<file path="src/rtl/lf_ssp_tx_pkg.sv">
// Shared definitions for the LF SSP sample transmitter: word width, FSM states
// and default divider/FIFO sizing.
package lf_ssp_tx_pkg;

  localparam int unsigned SSP_WORD_W     = 8;
  localparam int unsigned DEF_CLK_DIV    = 4;
  localparam int unsigned DEF_FIFO_DEPTH = 4;

  typedef logic [SSP_WORD_W-1:0] ssp_word_t;

  typedef enum logic {
    ST_IDLE  = 1'b0,
    ST_SHIFT = 1'b1
  } ssp_state_e;

endpackage

</file>
<file path="src/rtl/lf_sample_fifo.sv">
// Synchronous sample FIFO with wrap-bit pointers, full/empty flags, synchronous
// flush and simultaneous push/pop (a push while full is taken if a pop coincides).
module lf_sample_fifo
  import lf_ssp_tx_pkg::*;
#(
  parameter int unsigned DEPTH = DEF_FIFO_DEPTH
) (
  input  logic      clk,
  input  logic      rst_n,
  input  logic      clr,
  input  logic      push,
  input  logic      pop,
  input  ssp_word_t wdata,
  output ssp_word_t rdata,
  output logic      full,
  output logic      empty
);

  localparam int unsigned AW = $clog2(DEPTH);
  localparam logic [AW:0] PTR_ONE = {{AW{1'b0}}, 1'b1};

  logic [AW:0] wr_ptr_q, wr_ptr_d;
  logic [AW:0] rd_ptr_q, rd_ptr_d;
  ssp_word_t   mem_q [DEPTH];
  logic        do_push;
  logic        do_pop;

  always_comb begin
    empty = (wr_ptr_q == rd_ptr_q);
    full  = (wr_ptr_q[AW] != rd_ptr_q[AW]) && (wr_ptr_q[AW-1:0] == rd_ptr_q[AW-1:0]);
    rdata = mem_q[rd_ptr_q[AW-1:0]];
  end

  always_comb begin
    do_pop   = pop && !empty;
    do_push  = push && (!full || do_pop);
    wr_ptr_d = wr_ptr_q;
    rd_ptr_d = rd_ptr_q;
    if (clr) begin
      wr_ptr_d = '0;
      rd_ptr_d = '0;
    end else begin
      if (do_push) wr_ptr_d = wr_ptr_q + PTR_ONE;
      if (do_pop)  rd_ptr_d = rd_ptr_q + PTR_ONE;
    end
  end

  always_ff @(posedge clk or negedge rst_n) begin
    if (!rst_n) begin
      wr_ptr_q <= '0;
      rd_ptr_q <= '0;
    end else begin
      wr_ptr_q <= wr_ptr_d;
      rd_ptr_q <= rd_ptr_d;
    end
  end

  // Storage needs no reset: the pointers alone define what is valid.
  always_ff @(posedge clk) begin
    if (do_push && !clr) mem_q[wr_ptr_q[AW-1:0]] <= wdata;
  end

endmodule

</file>
<file path="src/rtl/lf_ssp_tx.sv">
// LF sample transmitter: buffers 8-bit samples and streams them MSB-first on SSP.
// Optional drop counter port drop_cnt is built when LF_SSP_TX_DROP_CNT_EN is defined.
module lf_ssp_tx
  import lf_ssp_tx_pkg::*;
#(
  parameter int unsigned CLK_DIV    = DEF_CLK_DIV,
  parameter int unsigned FIFO_DEPTH = DEF_FIFO_DEPTH
) (
  input  logic       pck0,
  input  logic       nreset,
  input  logic       enable,
  input  logic [7:0] din,
  input  logic       din_stb,
  output logic       overflow,
  output logic       ssp_clk,
  output logic       ssp_frame,
`ifdef LF_SSP_TX_DROP_CNT_EN
  output logic       ssp_din,
  output logic [7:0] drop_cnt
`else
  output logic       ssp_din
`endif
);

  localparam int unsigned DW = $clog2(CLK_DIV);
  localparam logic [DW-1:0] DIV_LAST = DW'(CLK_DIV - 1);
  localparam logic [DW-1:0] DIV_ONE  = {{(DW-1){1'b0}}, 1'b1};

  ssp_state_e    state_q, state_d;
  logic [DW-1:0] div_q, div_d;
  logic          ssp_clk_q, ssp_clk_d;
  logic          ssp_frame_q, ssp_frame_d;
  logic          ssp_din_q, ssp_din_d;
  logic          overflow_q, overflow_d;
  logic [2:0]    bit_cnt_q, bit_cnt_d;
  ssp_word_t     shift_q, shift_d;
`ifdef LF_SSP_TX_DROP_CNT_EN
  logic [7:0]    drop_cnt_q, drop_cnt_d;
`endif

  logic      terminal;
  logic      rise_tick;
  logic      fifo_push;
  logic      fifo_pop;
  logic      fifo_full;
  logic      fifo_empty;
  logic      drop;
  ssp_word_t fifo_rdata;

  assign terminal  = (div_q == DIV_LAST);
  assign rise_tick = enable && terminal && !ssp_clk_q;
  assign fifo_push = enable && din_stb;

  lf_sample_fifo #(
    .DEPTH (FIFO_DEPTH)
  ) u_fifo (
    .clk   (pck0),
    .rst_n (nreset),
    .clr   (!enable),
    .push  (fifo_push),
    .pop   (fifo_pop),
    .wdata (din),
    .rdata (fifo_rdata),
    .full  (fifo_full),
    .empty (fifo_empty)
  );

  always_comb begin
    state_d     = state_q;
    div_d       = div_q;
    ssp_clk_d   = ssp_clk_q;
    ssp_frame_d = ssp_frame_q;
    ssp_din_d   = ssp_din_q;
    overflow_d  = overflow_q;
    bit_cnt_d   = bit_cnt_q;
    shift_d     = shift_q;
    fifo_pop    = 1'b0;
    drop        = 1'b0;
`ifdef LF_SSP_TX_DROP_CNT_EN
    drop_cnt_d  = drop_cnt_q;
`endif

    if (!enable) begin
      state_d     = ST_IDLE;
      div_d       = '0;
      ssp_clk_d   = 1'b0;
      ssp_frame_d = 1'b0;
      ssp_din_d   = 1'b0;
      overflow_d  = 1'b0;
      bit_cnt_d   = '0;
      shift_d     = '0;
`ifdef LF_SSP_TX_DROP_CNT_EN
      drop_cnt_d  = '0;
`endif
    end else begin
      if (terminal) begin
        div_d     = '0;
        ssp_clk_d = !ssp_clk_q;
      end else begin
        div_d = div_q + DIV_ONE;
      end

      if (rise_tick) begin
        // A word boundary is either IDLE or the bit-0 period of SHIFT; both
        // reload from the FIFO when it has data, giving gapless back-to-back words.
        if (state_q == ST_SHIFT && bit_cnt_q != 3'd0) begin
          shift_d     = {shift_q[SSP_WORD_W-2:0], 1'b0};
          ssp_din_d   = shift_q[SSP_WORD_W-2];
          ssp_frame_d = 1'b0;
          bit_cnt_d   = bit_cnt_q - 3'd1;
        end else if (!fifo_empty) begin
          fifo_pop    = 1'b1;
          shift_d     = fifo_rdata;
          ssp_din_d   = fifo_rdata[SSP_WORD_W-1];
          ssp_frame_d = 1'b1;
          bit_cnt_d   = 3'd7;
          state_d     = ST_SHIFT;
        end else begin
          ssp_din_d   = 1'b0;
          ssp_frame_d = 1'b0;
          state_d     = ST_IDLE;
        end
      end

      drop = din_stb && fifo_full && !fifo_pop;
      if (drop) begin
        overflow_d = 1'b1;
`ifdef LF_SSP_TX_DROP_CNT_EN
        if (drop_cnt_q != 8'hFF) drop_cnt_d = drop_cnt_q + 8'd1;
`endif
      end
    end
  end

  always_ff @(posedge pck0 or negedge nreset) begin
    if (!nreset) begin
      state_q     <= ST_IDLE;
      div_q       <= '0;
      ssp_clk_q   <= 1'b0;
      ssp_frame_q <= 1'b0;
      ssp_din_q   <= 1'b0;
      overflow_q  <= 1'b0;
      bit_cnt_q   <= '0;
      shift_q     <= '0;
`ifdef LF_SSP_TX_DROP_CNT_EN
      drop_cnt_q  <= '0;
`endif
    end else begin
      state_q     <= state_d;
      div_q       <= div_d;
      ssp_clk_q   <= ssp_clk_d;
      ssp_frame_q <= ssp_frame_d;
      ssp_din_q   <= ssp_din_d;
      overflow_q  <= overflow_d;
      bit_cnt_q   <= bit_cnt_d;
      shift_q     <= shift_d;
`ifdef LF_SSP_TX_DROP_CNT_EN
      drop_cnt_q  <= drop_cnt_d;
`endif
    end
  end

  assign ssp_clk   = ssp_clk_q;
  assign ssp_frame = ssp_frame_q;
  assign ssp_din   = ssp_din_q;
  assign overflow  = overflow_q;
`ifdef LF_SSP_TX_DROP_CNT_EN
  assign drop_cnt  = drop_cnt_q;
`endif

endmodule

</file>
<file path="config.mk">
export PLATFORM = sky130hd
export DESIGN_NAME = lf_ssp_tx
export DESIGN_NICKNAME = d
export VERILOG_FILES = /design/src/rtl/lf_ssp_tx_pkg.sv /design/src/rtl/lf_sample_fifo.sv /design/src/rtl/lf_ssp_tx.sv
export SDC_FILE = /design/constraint.sdc
export NUM_CORES = 1
export LEC_CHECK = 0
export BUFFER_PORTS_ARGS = -buffer_cell sky130_fd_sc_hd__buf_2
export CAP_MARGIN = 10
export CORE_ASPECT_RATIO = 0.8
export CORE_MARGIN = 4
export CORE_UTILIZATION = 25
export DETAILED_ROUTE_END_ITERATION = 16
export PLACE_DENSITY = 0.45
export SETUP_SLACK_MARGIN = 0.02
export SLEW_MARGIN = 20
export SYNTH_ARGS = -nofsm -noshare
export SYNTH_HDL_FRONTEND = slang
export SYNTH_SLANG_ARGS = --single-unit
</file>
<file path="constraint.sdc">
create_clock -name pck0 -period 2.9 [get_ports pck0]
set_clock_uncertainty 0.2 [all_clocks]
set_input_delay 0.435 -clock pck0 [delete_from_list [all_inputs] [get_ports pck0]]
set_output_delay 0.435 -clock pck0 [all_outputs]
set_load 0.1 [all_outputs]
</file>
==> reports/results.ini <==
[placed_design]
placed_area_mm2=0.002643
place_ws_ns=0.5554
io_buffers=15
place_congestion=0.7230
place_inst=285
dp_hpwl_mm=3.359

[global_route]
grt_first_pass_wirelength_mm=7.672
track_usage_pct=8.718
first_global_vias=1377
grt_max_degree=24
grt-ovfl-total=0
antenna_found_initial=0

[layout]
fin_area_mm2=0.002809
synthToLayoutAreaGrowth_pct=15.13
fin_nets=198
layout_commonest_cell=edfxtp_1
final_cell_mix=edfxtp_1 (32), dfrtp_1 (23), buf_2 (15), mux2i_1 (12), nand2_1 (9)
final-instance-count-excl-fill=294
final_util_pct=30.30
drive_above_1_share_pct=24.02
antenna_cells=0

[timing]
whs_ns=0.1642
min_period_ns=2.355
period_share_pct=81.21
drv_slew=0
worst_pin_slew_ns=0.5651
timing.final.ws_setup_ns=0.5449
hold_viol=0
fmax_mhz=424.6
setup_tns_ns=0
slew_headroom_pct=62.33
rsz0062_at_grt=no
finalSetupViolCount=0

[worst_setup_path]
crit_path_max_incr_delay_ns=0.48
worstPathCellList=inv_1, ha_1, ha_1, and2b_1, nor3_1, a22o_1, mux2_4
cp_common_cell=ha_1
cp-end-kind=flop
worstPathArrival_ns=2.33
slowest_stage=a22o_1
required_ns=2.87
critPathLaunchType=flop
path_class=reg2reg
critPathMaxFanout=10

[clocking]
ctsLongestPathBuffers=2
path_clk_slew_ns=0.07
cts_tree=built
cts.htree.levels=2
cts_inserted_buffers=5
clkLatencyLatePin_ns=0.29
clock-root-buffer=clkbuf_16
cts.sinks=55
cts.repair.resized=0

[synthesis]
syn_nets=177
synth_top_area_cell=edfxtp_1
ys_types=37
synth_edf_count=32
syn_area_mm2=0.002440
syn_inst=157
yosysSeqAreaShare_pct=62.97
synth.ff_latch_count=55
avgSynthCellArea_um2=15.54
synth.area.top_cells=edfxtp_1 (39%), dfrtp_1 (24%), mux4_2 (7.4%)
ys.flop_type=edfxtp_1
synth.yosys.warnings=0
async_flop_share_pct=41.82
synthDominantCellAreaShare_pct=39.38

[route]
wl_mm=4.586
first_iter_violations=34
viasPerCell=4.483
vias=1318
routedWlPerCell_um=15.60
drtAntennaViolNets=0
drc=0
first_pass_iters=5

[floorplan]
num_rows=31
die_x_um=118.5
die_h_um=96.36
start_util_pct=26.32
die_area_mm2=0.01141
ioPinCount=16
core_mm2=0.009270

[pwr]
switching_share_pct=24.57
intPower_mw=1.275
leakage_nw=1.148
clkPwrFrac_pct=37.0
p_sw_mw=0.4153
p_seq_share_pct=52.6
combinationalPowerShare_pct=10.4
peakVddDrop_v=0.0002372
power.density_mw_per_mm2=601.7
total_power_mw=1.690

[flow_run]
drv_cap=0

[min_path]
worst_hold_path_type=in2reg

[outcome]
status=completed

## power groups by stage
stage	Combinational (mW)	Sequential [mW]	Clock (mW)
after floorplan	0.118	0.912	0
after global placement	0.178	0.906	0
after detailed placement	0.176	0.906	0
after CTS	0.178	0.889	0.649
after global routing	0.198	0.895	0.679
final	0.175	0.889	0.626
## per-layer routing
layer  routed length (um)  part of all wire, %  vias up  global-route usage (%)
li1                     -                    -      629                       -
met1                 2547                   56      671                   13.32
met2                 1880                   41       16                   11.98
met3                  111                  2.4        2                   1.880
met4                   47                  1.0        0                   3.182
met5                    0                    0        -                       0
## cell families after synthesis
| group | after synthesis | synth area share (%) |
|---|---|---|
| mux | 23 | 14.15 |
| compound gates | 24 | 7.436 |
| simple gates | 29 | 6.615 |
| fa+ha+maj | 8 | 4.103 |
| xor+xnor | 4 | 1.744 |
| flops | 55 | 62.97 |
| buf+inv | 14 | 2.974 |
## worst max-delay path, delay by kind of cell, from the launching register on
kind            cells  cell delay [ns]
compound gates      1             0.48
fa+ha+maj           2             0.31
buf+inv             1             0.08
flops               1             0.36
mux                 1             0.34
simple gates        2             0.47
## area by class of cell
type,instances,area [um^2]
fill,913,6461
sequential,55,1536
multi-input combinational,88,830.8
tap,115,143.9
clock buffer,5,125.1
timing repair buffer,19,107.6
inverter,9,33.78
clock inverter,3,31.28
## synth_stat cells, types with 5 or more instances
library cell and number:
ha_1 8, a21oi_1 6, nand2_1 9, mux4_2 8, o2bb2ai_1 6, and2_1 5, inv_1 8, edfxtp_1 32
mux2i_1 12, dfrtp_1 23
## registers in the layout, indices dropped and copies added (netlist names)
register,cells
ssp_frame,1
overflow,1
state_q,1
shift_q,7
bit_cnt_q,3
ssp_clk,1
ssp_din,1
u_fifo.mem_q,32
div_q,2
u_fifo.wr_ptr_q,3
u_fifo.rd_ptr_q,3
## final timing paths
kind	start	to	slack (ns)	cells after the start
max	bit_cnt_q[0]	bit_cnt_q[1]	0.54	7
min	din[7]	u_fifo.mem_q[2][7]	0.16	1
max reg2reg	bit_cnt_q[0]	bit_cnt_q[1]	0.54	7
min reg2reg	div_q[0]	div_q[0]	0.23	1
max in group asynchronous	nreset	shift_q[1]	1.65	2
min in group asynchronous	nreset	u_fifo.rd_ptr_q[2]	0.46	2
## what timing repair did
item / 4_1_cts / 5_1_grt
hold endpoints to repair: 23 / 0
buffers inserted: 0 / 0
hold buffers: 1 / 0
(Power assumes the default switching activity.)
